[src/rtl/guess_generator.sv]
// Brute-force candidate source for one MD5 pipeline: enumerates every string over
// [CHAR_MIN, CHAR_MAX] from start_len to end_len characters, one candidate per clock.
module guess_generator #(
  parameter logic [7:0] CHAR_MIN = 8'h61,
  parameter logic [7:0] CHAR_MAX = 8'h7A,
  parameter int         CNT_W    = 48
) (
  input  logic             clk,
  input  logic             rst_n,
  input  logic             start,
  input  logic             abort,
  input  logic             hold,
  input  logic [3:0]       start_len,
  input  logic [3:0]       end_len,
  output logic [127:0]     guess,
  output logic [3:0]       guesslen,
  output logic             guess_valid,
  output logic             busy,
  output logic             done,
  output logic [CNT_W-1:0] guess_count
);

  typedef enum logic [1:0] {IDLE, RUN, DONE} state_t;

  state_t           state_p0, state_nxt;
  logic [127:0]     guess_p0, guess_nxt;
  logic [3:0]       len_p0, len_nxt;
  logic [3:0]       endl_p0, endl_nxt;
  logic             vld_p0, vld_nxt;
  logic [CNT_W-1:0] cnt_p0, cnt_nxt;

  logic [127:0]     inc_guess;
  logic             inc_carry;
  logic [3:0]       eff_start, eff_end;
  logic             last;

  function automatic logic [CNT_W-1:0] sat_inc(input logic [CNT_W-1:0] v);
    return (&v) ? v : v + CNT_W'(1);
  endfunction

  // First candidate of length n: n copies of CHAR_MIN, zero padding beyond.
  function automatic logic [127:0] min_fill(input logic [3:0] n);
    logic [127:0] g;
    g = '0;
    for (int i = 0; i < 15; i++)
      if (i < int'(n)) g[127-8*i -: 8] = CHAR_MIN;
    return g;
  endfunction

  assign eff_start = (start_len == 4'd0) ? 4'd1  : start_len;
  assign eff_end   = (end_len   == 4'd0) ? 4'd15 : end_len;

  // Ripple increment with the last character as least significant position.
  always_comb begin
    inc_guess = guess_p0;
    inc_carry = 1'b1;
    for (int i = 14; i >= 0; i--) begin
      if (i < int'(len_p0) && inc_carry) begin
        if (guess_p0[127-8*i -: 8] == CHAR_MAX) begin
          inc_guess[127-8*i -: 8] = CHAR_MIN;
        end else begin
          inc_guess[127-8*i -: 8] = guess_p0[127-8*i -: 8] + 8'd1;
          inc_carry = 1'b0;
        end
      end
    end
  end

  // Carry out of the full string at the final length means all chars are CHAR_MAX.
  assign last = inc_carry && (len_p0 == endl_p0);

  always_comb begin
    state_nxt = state_p0;
    guess_nxt = guess_p0;
    len_nxt   = len_p0;
    endl_nxt  = endl_p0;
    vld_nxt   = 1'b0;
    cnt_nxt   = cnt_p0;
    if (abort) begin
      state_nxt = IDLE;
    end else begin
      case (state_p0)
        IDLE, DONE: begin
          if (start) begin
            endl_nxt = eff_end;
            if (eff_start <= eff_end) begin
              state_nxt = RUN;
              guess_nxt = min_fill(eff_start);
              len_nxt   = eff_start;
              vld_nxt   = 1'b1;
              cnt_nxt   = CNT_W'(1);
            end else begin
              state_nxt = DONE;
              cnt_nxt   = '0;
            end
          end
        end
        RUN: begin
          if (!hold) begin
            if (last) begin
              state_nxt = DONE;
            end else if (inc_carry) begin
              len_nxt   = len_p0 + 4'd1;
              guess_nxt = min_fill(len_p0 + 4'd1);
              vld_nxt   = 1'b1;
              cnt_nxt   = sat_inc(cnt_p0);
            end else begin
              guess_nxt = inc_guess;
              vld_nxt   = 1'b1;
              cnt_nxt   = sat_inc(cnt_p0);
            end
          end
        end
        default: state_nxt = IDLE;
      endcase
    end
  end

  // Stage p0: state and candidate registers
  always_ff @(posedge clk or negedge rst_n) begin
    if (!rst_n) begin
      state_p0 <= IDLE;
      guess_p0 <= '0;
      len_p0   <= '0;
      endl_p0  <= '0;
      vld_p0   <= 1'b0;
      cnt_p0   <= '0;
    end else begin
      state_p0 <= state_nxt;
      guess_p0 <= guess_nxt;
      len_p0   <= len_nxt;
      endl_p0  <= endl_nxt;
      vld_p0   <= vld_nxt;
      cnt_p0   <= cnt_nxt;
    end
  end

  assign guess       = guess_p0;
  assign guesslen    = len_p0;
  assign guess_valid = vld_p0;
  assign busy        = (state_p0 == RUN);
  assign done        = (state_p0 == DONE);
  assign guess_count = cnt_p0;

endmodule

[config.mk]
export PLATFORM = sky130hd
export DESIGN_NAME = guess_generator
export DESIGN_NICKNAME = d
export VERILOG_FILES = /design/src/rtl/guess_generator.sv
export SDC_FILE = /design/constraint.sdc
export NUM_CORES = 1
export LEC_CHECK = 0
export ABC_CLOCK_PERIOD_IN_PS = 5700
export CAP_MARGIN = 5
export CELL_PAD_IN_SITES_DETAIL_PLACEMENT = 0
export CELL_PAD_IN_SITES_GLOBAL_PLACEMENT = 1
export CORE_ASPECT_RATIO = 1.75
export CORE_MARGIN = 5
export CORE_UTILIZATION = 44
export DETAILED_ROUTE_END_ITERATION = 6
export PLACE_DENSITY = 0.84
export SYNTH_ARGS = -nofsm -noshare
export SYNTH_HDL_FRONTEND = slang
export SYNTH_SLANG_ARGS = --single-unit
[constraint.sdc]
create_clock -name clk -period 5.7 [get_ports clk]
set_clock_uncertainty 0.2 [all_clocks]
set_input_delay 1.71 -clock clk [delete_from_list [all_inputs] [get_ports clk]]
set_output_delay 1.71 -clock clk [all_outputs]
set_load 0.02 [all_outputs]
## Word-level counts from Yosys, hierarchy flattened

Index checks and enable logic that the tools add are counted.

| cells by class | value |
|---|---|
| multiplexer cells | 122 |
| bitwise operators | 1 |
| reductions and logical operators | 40 |
| add/sub/neg operators | 17 |
| equal/unequal tests | 42 |
| magnitude comparators | 46 |

Operators with widths:

| kind | count |
|---|---|
| two-way mux 128 bit | 5 |
| case mux 128 bit (2 select lines) | 1 |
| two-way mux 8 bit | 30 |
| two-way mux 7 bit | 30 |
| two-way mux 48 bit | 4 |
| adder 8 x 1 -> 8 bit, second input constant | 15 |
| equality test 8 x 7 -> 1 bit, second input constant | 15 |
| AND reduction 7 bit | 16 |
| case mux 48 bit (2 select lines) | 1 |
| less-than comparator 4 bit, first input constant | 21 |
| adder 48 x 1 -> 48 bit, second input constant | 1 |
| less-than comparator 3 x 4 -> 1 bit, first input constant | 12 |
| AND reduction 48 bit | 1 |
| inequality test 3 x 1 -> 1 bit, second input constant | 15 |
| two-way mux 1 bit | 36 |
| two-way mux 4 bit | 7 |
| less-than comparator 1 x 4 -> 1 bit, first input constant | 6 |
| less-than comparator 2 x 4 -> 1 bit, first input constant | 6 |
| logical AND 1 bit | 15 |
| two-way mux 2 bit | 5 |
| inequality test 2 bit, second input constant | 5 |
| logical NOT 4 bit | 2 |
| case mux 4 bit (2 select lines) | 1 |
| inequality test 3 bit, second input constant | 2 |
| other kinds (15) | 16 |

| word-level totals | value |
|---|---|
| output and inout port bits | 183 |
| bits in registers | 187 |
| logic and storage cells | 289 |

## Longest topological paths before layout

Gate-level depths: netlist of the first run.

| logic depth | value |
|---|---|
| word-level depth | 36 |
| depth in mapped cells | 14 |
| depth with buffers taken out | 12 |

## Least setup slack after synthesis of the first run

Ideal clock, no wire load.

| path | value |
|---|---|
| path kind | in2reg |
| start | input start_len[2] |
| end | register len_p0[0], in the netlist guesslen[0] |
| library setup time | 0.124 ns |
| buffers on the path | 3 |
| required time | 5.376 ns |
| cell stages on the path | 13 |
| path slack | 1.329 ns |
| data arrival time | 4.048 ns |
| path through | clkbuf_1 > nor2_1 > a21oi_1 > ha_1 > nand4_1 > o21ai_0 > a21oi_1 > o21ai_0 > o31ai_4 > buf_6 > buf_4 > nor3_1 > a211o_1 |

| on the way | value |
|---|---|
| longest elaborated chain between the ends | 5 |
| elaborated cells on any way between the ends | 8 |
| those cells by class | order compare (1); eq/ne (1); mux (4); reduce/logical (2) |

RTL lines:

| element | line | RTL |
|---|---|---|
| start: declaration | 13 | `input logic [3:0] start_len,` |
| logical NOT 4 bit | 50 | `assign eff_start = (start_len == 4'd0) ? 4'd1 : start_len;` |
| two-way mux 4 bit * | 50 |  |
| <= comparator 4 bit / two-way mux 4 bit (equally long branches) | 86 | `if (eff_start <= eff_end) begin` |
| inequality test 2 bit (no line) / two-way mux 4 bit (equally long branches) | - |  |
| AND reduction 7 bit (no line) / case mux 4 bit (2 select lines) (equally long branches) | - |  |
| end signal: assignment | 131 | `len_p0 <= len_nxt;` |
| end: declaration | 27 | `logic [3:0] len_p0, len_nxt;` |

Every way passes the cells marked *; elsewhere a longest branch is shown, timed or not. The select of a mux whose other input is x is not followed.
A chain may end at the register's enable or synchronous reset.

## Worst setup path after layout of the first run

| path | value |
|---|---|
| start | input end_len[1] |
| end | register guess_p0[122], in the netlist guess[122] |

| on the way | value |
|---|---|
| longest elaborated chain between the ends | 5 |

RTL lines:

| element | line | RTL |
|---|---|---|
| start: declaration | 14 | `input logic [3:0] end_len,` |
| logical NOT 4 bit | 51 | `assign eff_end = (end_len == 4'd0) ? 4'd15 : end_len;` |
| two-way mux 4 bit | 51 |  |
| via eff_end[0] | 34 | `logic [3:0] eff_start, eff_end;` |
| <= comparator 4 bit | 86 |  |
| inequality test 2 bit (no line) | - |  |
| AND reduction 7 bit (no line) | - |  |
| end signal: assignment | 130 | `guess_p0 <= guess_nxt;` |
| end: declaration | 26 | `logic [127:0] guess_p0, guess_nxt;` |

The timed path passes the listed nets, and every way through them passes these cells.

==> reports/results.tsv, run 1 <==
metric	value	unit
Layout fillers	2471	
Residual DRC	0	
Post-DRT Antenna Nets	0	
Top cell by count, worst path	o21ai_0	
fin util	54.9	%
Max Clock Freq	202	MHz
clk slew on worst S/H paths	70	ps
HPWL Detailed	27300	um
RSZ-0062 raised after global routing	false	
most frequent cells after synthesis	dfrtp_1, nor2_1, o21ai_0	
number of buffers added on ports	187	
Post-Route WL	36900	um
dpl cell area	0.0136	mm^2
Area contributors post-synth	dfrtp_1, o21ai_0, ha_1	
CP Launch Type	input pin	
CTS tree	yes	
area grow syn2layout	23.8	%
initial antenna violation count	0	
largest net degree at the start of global routing	84	
cell taking the most area after synthesis	dfrtp_1	
MaxCap Viol Count	0	
Clk Tree Root Cell	clkbuf_16	
TNS Setup	0	ps
global route total overflow	0	
Initial Utilization	44.3	%
clk_lat worst skew	460	ps
final setup fails	0	
most common cell in the netlist	dfrtp_1	
Sink Count	179	
gr usage total	24.7	%
path type of the worst setup path	in2reg	
top cell type's share of synthesized area	39.2	%
Worst-Margin Slew	1180	ps
initial DRC count	622	
maximum vdd ir drop	250	uV
cells along the critical path	clkdlybuf4s50_1 -> nor3_1 -> or2_2 -> ha_1 -> nand4_1 -> o21ai_0 -> a21oi_1 -> o21ai_0 -> o31ai_4 -> inv_4 -> o21ai_1 -> or3_1 -> o21ai_0	
layout cell share with drive strength beyond 1	6.67	%
Fin. Hold Viols	0	
Core ar.	0.0258	mm^2
Pwr Density	313	mW/mm^2
vias post-DR	11000	
final period utilization	86.8	%
Final Max Slew Viols	0	
post-cts resize count	0	
CP required	5830	ps
CP peak stage delay	520	ps
chip width	132	um
Antenna Cells	0	
H-tree levels	4	
mean post-synth cell area	8.65	um^2
Yosys cell types	85	
Critical Path Fanout Max	28	
die area	0.0294	mm^2
final layout net count	1537	
asr flop ratio synth	100	%
Design Area, Final	0.0141	mm^2
reg-to-reg slack, setup	1220	ps
#FFs+latches synth	179	
row cnt	78	
first-pass GRT wire length	59500	um
Final GP Congestion	0.865	
relative slew slack	20.4	%
Worst Hold Class	reg2reg	
static leakage	0.00582	uW
crit path time final	4950	ps
Post-CTS Setup Repair Bufs	0	
Seq/Total Area, Yosys	39.2	%
number of enable flip-flop cells after synthesis	0	
vias in the first global route	11100	
Slowest-stage cell, CP	clkdlybuf4s50_1	
drt via density	6.07	
Die Y	223	um
commonest register cell after synthesis	dfrtp_1	
Worst EP arrival	5070	ps
Mapped Cells	1320	
# IOs	196	
multi-input logic area	0.00645	mm^2
routed len/inst	20.3	um
clk buf depth	2	
Mapped Area	0.0114	mm^2
Inserted Clock Buffers	17	
Seq. cell area	0.00448	mm^2
yosys warns	0	
cts hold-fix bufs	0	
DRT Pass-1 Iters	5	
status	finished clean	
Worst Setup End Kind	register	
-- worst max-delay path: cells and delay by family --
kind | cells | cell delay (ps)
adders and majority gates | 1 | 280
and+or+nand+nor | 4 | 660
AOI/OAI and AO/OA | 6 | 1620
buffers and inverters | 2 | 770
-- layer usage --
layer,global-route usage [%],wire length [um]
met2,45.2,19600
met1,28.0,14100
met5,0,0
met3,3.93,1700
met4,11.3,1480
-- flip-flops by register name, summed over array words and instances (netlist names) --
signal,flops
state_p0,2
guesslen,4
guess,120
guess_valid,1
endl_p0,4
guess_count,48
-- layout make-up --
cell class                      count  share of cell area [%]
Multi-Input combinational cell   1031                    45.6
Sequential cell                   179                    31.7
Timing Repair Buffer              212                    14.7
Clock buffer                       24                    3.48
Tap cell                          320                    2.83
Inverter                           45                    1.21
Clock inverter                      8                   0.540
-- logic make-up after synthesis --
kind of cell	synth area share, %
buf+inv	4.71
flops	39.2
other cells	0.0328
mux	0.723
compound gates	22.4
simple gates	25.3
xor+xnor	3.45
fa+ha+maj	4.16
-- cells in the final DEF (no fill, tap or decap), drive strengths merged, types with 7 or more instances in the layout --
| cell | netlist | final |
|---|---|---|
| a31oi | 29 | 29 |
| or3 | 17 | 17 |
| a21oi | 82 | 82 |
| nand4 | 31 | 31 |
| conb | 1 | 8 |
| nand2b | 23 | 23 |
| o32a | 7 | 7 |
| o22ai | 16 | 16 |
| a21o | 11 | 11 |
| nor3 | 48 | 48 |
| nand2 | 106 | 106 |
| nor2 | 123 | 123 |
| and2 | 11 | 11 |
| o41ai | 22 | 22 |
| nand3 | 84 | 84 |
| xor2 | 22 | 22 |
| xnor2 | 23 | 23 |
| buf | 46 | 26 |
| o22a | 24 | 24 |
| nor4 | 16 | 16 |
| a2bb2oi | 7 | 7 |
| clkdlybuf4s50 | 0 | 186 |
| clkbuf | 26 | 24 |
| o31ai | 19 | 19 |
| ha | 38 | 38 |
| and3 | 44 | 44 |
| inv | 45 | 45 |
| o21ai | 119 | 119 |
| dfrtp | 179 | 179 |
| and4 | 10 | 10 |
-- where the power goes --
part           leakage, uW  total [uW]  internal, uW  switching, uW
clock network     0.000272        1170           647            522
logic              0.00317        1540           611            927
registers          0.00238        1720          1420            296
total              0.00582        4420          2680           1740
-- worst paths after layout --
path                                         start                          to  depth (start not counted)
max in group asynchronous                    rst_n       guess[37]$_DFFE_PN0P_                          2
max                                     end_len[1]      guess[122]$_DFFE_PN0P_                         13
min in group asynchronous                    rst_n  guess_count[9]$_DFFE_PN0P_                          1
min                          guess[23]$_DFFE_PN0P_       guess[23]$_DFFE_PN0P_                          1
max reg2reg                guesslen[1]$_DFFE_PN0P_       guess[19]$_DFFE_PN0P_                         10
min reg2reg                  guess[23]$_DFFE_PN0P_       guess[23]$_DFFE_PN0P_                          1
-- metrics by stage --
stage / setup slack (ps) / hold WS, ps / std cells / power, uW
after floorplan: 1330 / 270 / 1327 / 2630
after detailed placement: 269 / 308 / 1787 / 3270
after CTS: 765 / 321 / 1819 / 4450
final: 755 / 320 / 1819 / 4420
after global routing: 466 / 363 / 1819 / 4670
after global placement: 333 / 303 / 1787 / 3250
Note: power is estimated with default switching activity, not from simulation.
==> run 2, diff against run 1 <==
- ABC_CLOCK_PERIOD_IN_PS: 5700 -> 5100
- CORE_UTILIZATION: 44 -> 41
- PLACE_DENSITY: 0.84 -> 0.79
- clock period: 5.7 -> 5.1 ns (I/O delays scaled with it)
==> run 2 against run 1 <==
  * Clock-buffer cell count down 1
  * Die area up 6.9%
  * Cell count increased by 4.2%
  * Hold slack hardly changed
  * Global-route usage decreased by 0.58 points
  * Register-to-register slack got worse by 250 ps
  * Non-clock buffer count is 23 higher
  * Largest cell class unchanged
==> reports/results.tsv, run 2 (same netlist as run 1, synthesis figures left out) <==
metric	value	unit	change
CTS tree	yes		unchanged
Post-DRT Antenna Nets	0		unchanged
status	finished clean		unchanged
internal power	3150	uW	was 2680 uW
Post-Route WL	38200	um	was 36900 um
Worst Hold Class	reg2reg		unchanged
Max Clock Freq	217	MHz	
Antenna Cells	0		unchanged
met1 Usage GRT	27.5	%	was 28.0%
met3 Track Usage GR	3.90	%	was 3.93%
grt met2 use	43.8	%	was 45.2%
Final Max Slew Viols	0		unchanged
gr usage total	24.1	%	was 24.7%
global route total overflow	0		unchanged
H-tree levels	4		unchanged
chip width	136	um	was 132 um
Switch Pwr	1980	uW	was 1740 uW
TNS Setup	0	ps	unchanged
final setup fails	0		unchanged
Finished Layout Cells	1895		was 1819
clk_lat worst skew	460	ps	about the same
Clk pwr share	27.7	%	was 26.4%
clk buf depth	2		unchanged
layout cell share with drive strength beyond 1	8.21	%	was 6.67%
HPWL Detailed	28100	um	was 27300 um
drt via density	5.91		was 6.07
Layout fillers	2676		was 2471
RSZ-0062 raised after global routing	false		unchanged
maximum vdd ir drop	286	uV	was 250 uV
Fin. Hold Viols	0		unchanged
routed len/inst	20.1	um	was 20.3 um
relative slew slack	36.9	%	was 20.4%
Critical Path Fanout Max	11		was 28
Pwr Density	354	mW/mm^2	was 313 mW/mm^2
Worst path top cell family by delay	compound AO/OA/AOI/OAI gates		unchanged
Post-CTS Setup Repair Bufs	0		unchanged
number of buffers added on ports	187		unchanged
most frequent cells in the layout	clkdlybuf4s50_1, dfrtp_1, nor2_1		unchanged
combinational share of power	35.9	%	was 34.8%
Die Y	231	um	was 223 um
CP Launch Type	input pin		unchanged
Bufs and invs on worst path	2		unchanged
Inserted Clock Buffers	17		unchanged
largest net degree at the start of global routing	71		was 84
Clk Tree Root Cell	clkbuf_16		unchanged
Slowest-stage cell, CP	a21oi_1		was clkdlybuf4s50_1
# IOs	196		unchanged
final layout net count	1560		was 1537
CP peak stage delay	650	ps	was 520 ps
Final GP Congestion	0.870		was 0.865
area grow syn2layout	26.5	%	was 23.8%
first-pass GRT wire length	60000	um	was 59500 um
Residual DRC	0		unchanged
GRT busiest layer	met2		unchanged
Worst Setup End Kind	register		unchanged
Sw Ratio	38.6	%	was 39.4%
cells along the critical path	clkdlybuf4s50_1 -> nor3_1 -> nor2_1 -> ha_1 -> nor2b_1 -> o21ai_0 -> a21oi_1 -> o21ai_0 -> o31ai_4 -> buf_4 -> a21oi_1 -> o31ai_1 -> a32o_1		was clkdlybuf4s50_1 -> nor3_1 -> or2_2 -> ha_1 -> nand4_1 -> o21ai_0 -> a21oi_1 -> o21ai_0 -> o31ai_4 -> inv_4 -> o21ai_1 -> or3_1 -> o21ai_0
Worst-Margin Slew	943	ps	was 1180 ps
Initial Utilization	41.1	%	was 44.3%
static leakage	0.00597	uW	was 0.00582 uW
DRT Pass-1 Iters	5		unchanged
vias in the first global route	11000		was 11100
die area	0.0314	mm^2	was 0.0294 mm^2
crit path time final	4610	ps	
max reg flops	120		unchanged
CP required	5240	ps	was 5830 ps
final period utilization	90.4	%	
initial DRC count	702		was 622
Sink Count	179		unchanged
path type of the worst setup path	in2reg		unchanged
commonest non-fill, non-tap cell in the layout	clkdlybuf4s50_1		unchanged
initial antenna violation count	0		unchanged
Worst EP arrival	4750	ps	was 5070 ps
Core ar.	0.0278	mm^2	was 0.0258 mm^2
placed insts	1863		was 1787
Reg power frac	36.5	%	was 38.8%
row cnt	81		was 78
post-cts resize count	0		unchanged
cts hold-fix bufs	0		unchanged
MaxCap Viol Count	0		unchanged
clk slew on worst S/H paths	70	ps	about the same
vias post-DR	11200		was 11000
[run 2: cell count changes in the layout (fill, tap and decap cells not counted), sizes merged]
cell	before	now
buf	26	49
bufinv	1	3
clkbuf	24	23
clkinvlp	3	2
[run 2: power by group through the flow]
stage | combinational, uW | clock, uW | sequential, uW
floorplan | 927 | 0 | 2010
global placement | 1820 | 0 | 1890
detailed placement | 1830 | 0 | 1890
CTS | 1840 | 1450 | 1860
global route | 1980 | 1500 | 1900
finish | 1840 | 1420 | 1870
[run 2: cell type report]
cell class,count,area (um^2),area share [%]
clock buffers,23,498,3.45
clock inverters,9,125,0.866
flip-flops and latches,179,4480,31.0
well taps,373,467,3.23
repair buffers,235,2260,15.6
multi-input cells,1031,6450,44.6
inverters,45,171,1.19
[run 2: tightest hold or removal path, stage by stage (launching register included)]
cell and delay, ps:
dfrtp_1 370, nand2_1 50, o21ai_0 70
[run 2: final timing paths]
check,from,endpoint,slack [ps],cells after the start
worst min register to register,endl_p0[3]$_DFFE_PN0P_,endl_p0[3]$_DFFE_PN0P_,320,2
worst min-delay path,endl_p0[3]$_DFFE_PN0P_,endl_p0[3]$_DFFE_PN0P_,320,2
worst max register to register,guesslen[1]$_DFFE_PN0P_,guesslen[0]$_DFFE_PN0P_,970,11
worst max-delay path,end_len[0],guess[115]$_DFFE_PN0P_,490,13
max in group asynchronous,rst_n,guess[55]$_DFFE_PN0P_,2910,2
min in group asynchronous,rst_n,guess_count[9]$_DFFE_PN0P_,900,1
[run 2: metrics by stage]
step | setup WS [ps] | utilization (%) | cell area, um^2 | hold WS (ps) | total power (uW)
finish | 488 | 52.0 | 14500 | 321 | 5120
global route | 285 | 52.0 | 14500 | 352 | 5380
floorplan | 909 | - | 11400 | 270 | 2930
CTS | 536 | 52.0 | 14500 | 326 | 5150
detailed placement | 71.3 | 49.8 | 13800 | 305 | 3720
global placement | 97.8 | 49.8 | 13800 | 303 | 3700
[run 2: layer usage]
layer | wire length [um] | up-vias
met5 | 0 | -
met4 | 1360 | 0
met3 | 1860 | 87
met2 | 20300 | 374
met1 | 14700 | 5499
li1 | - | 5246
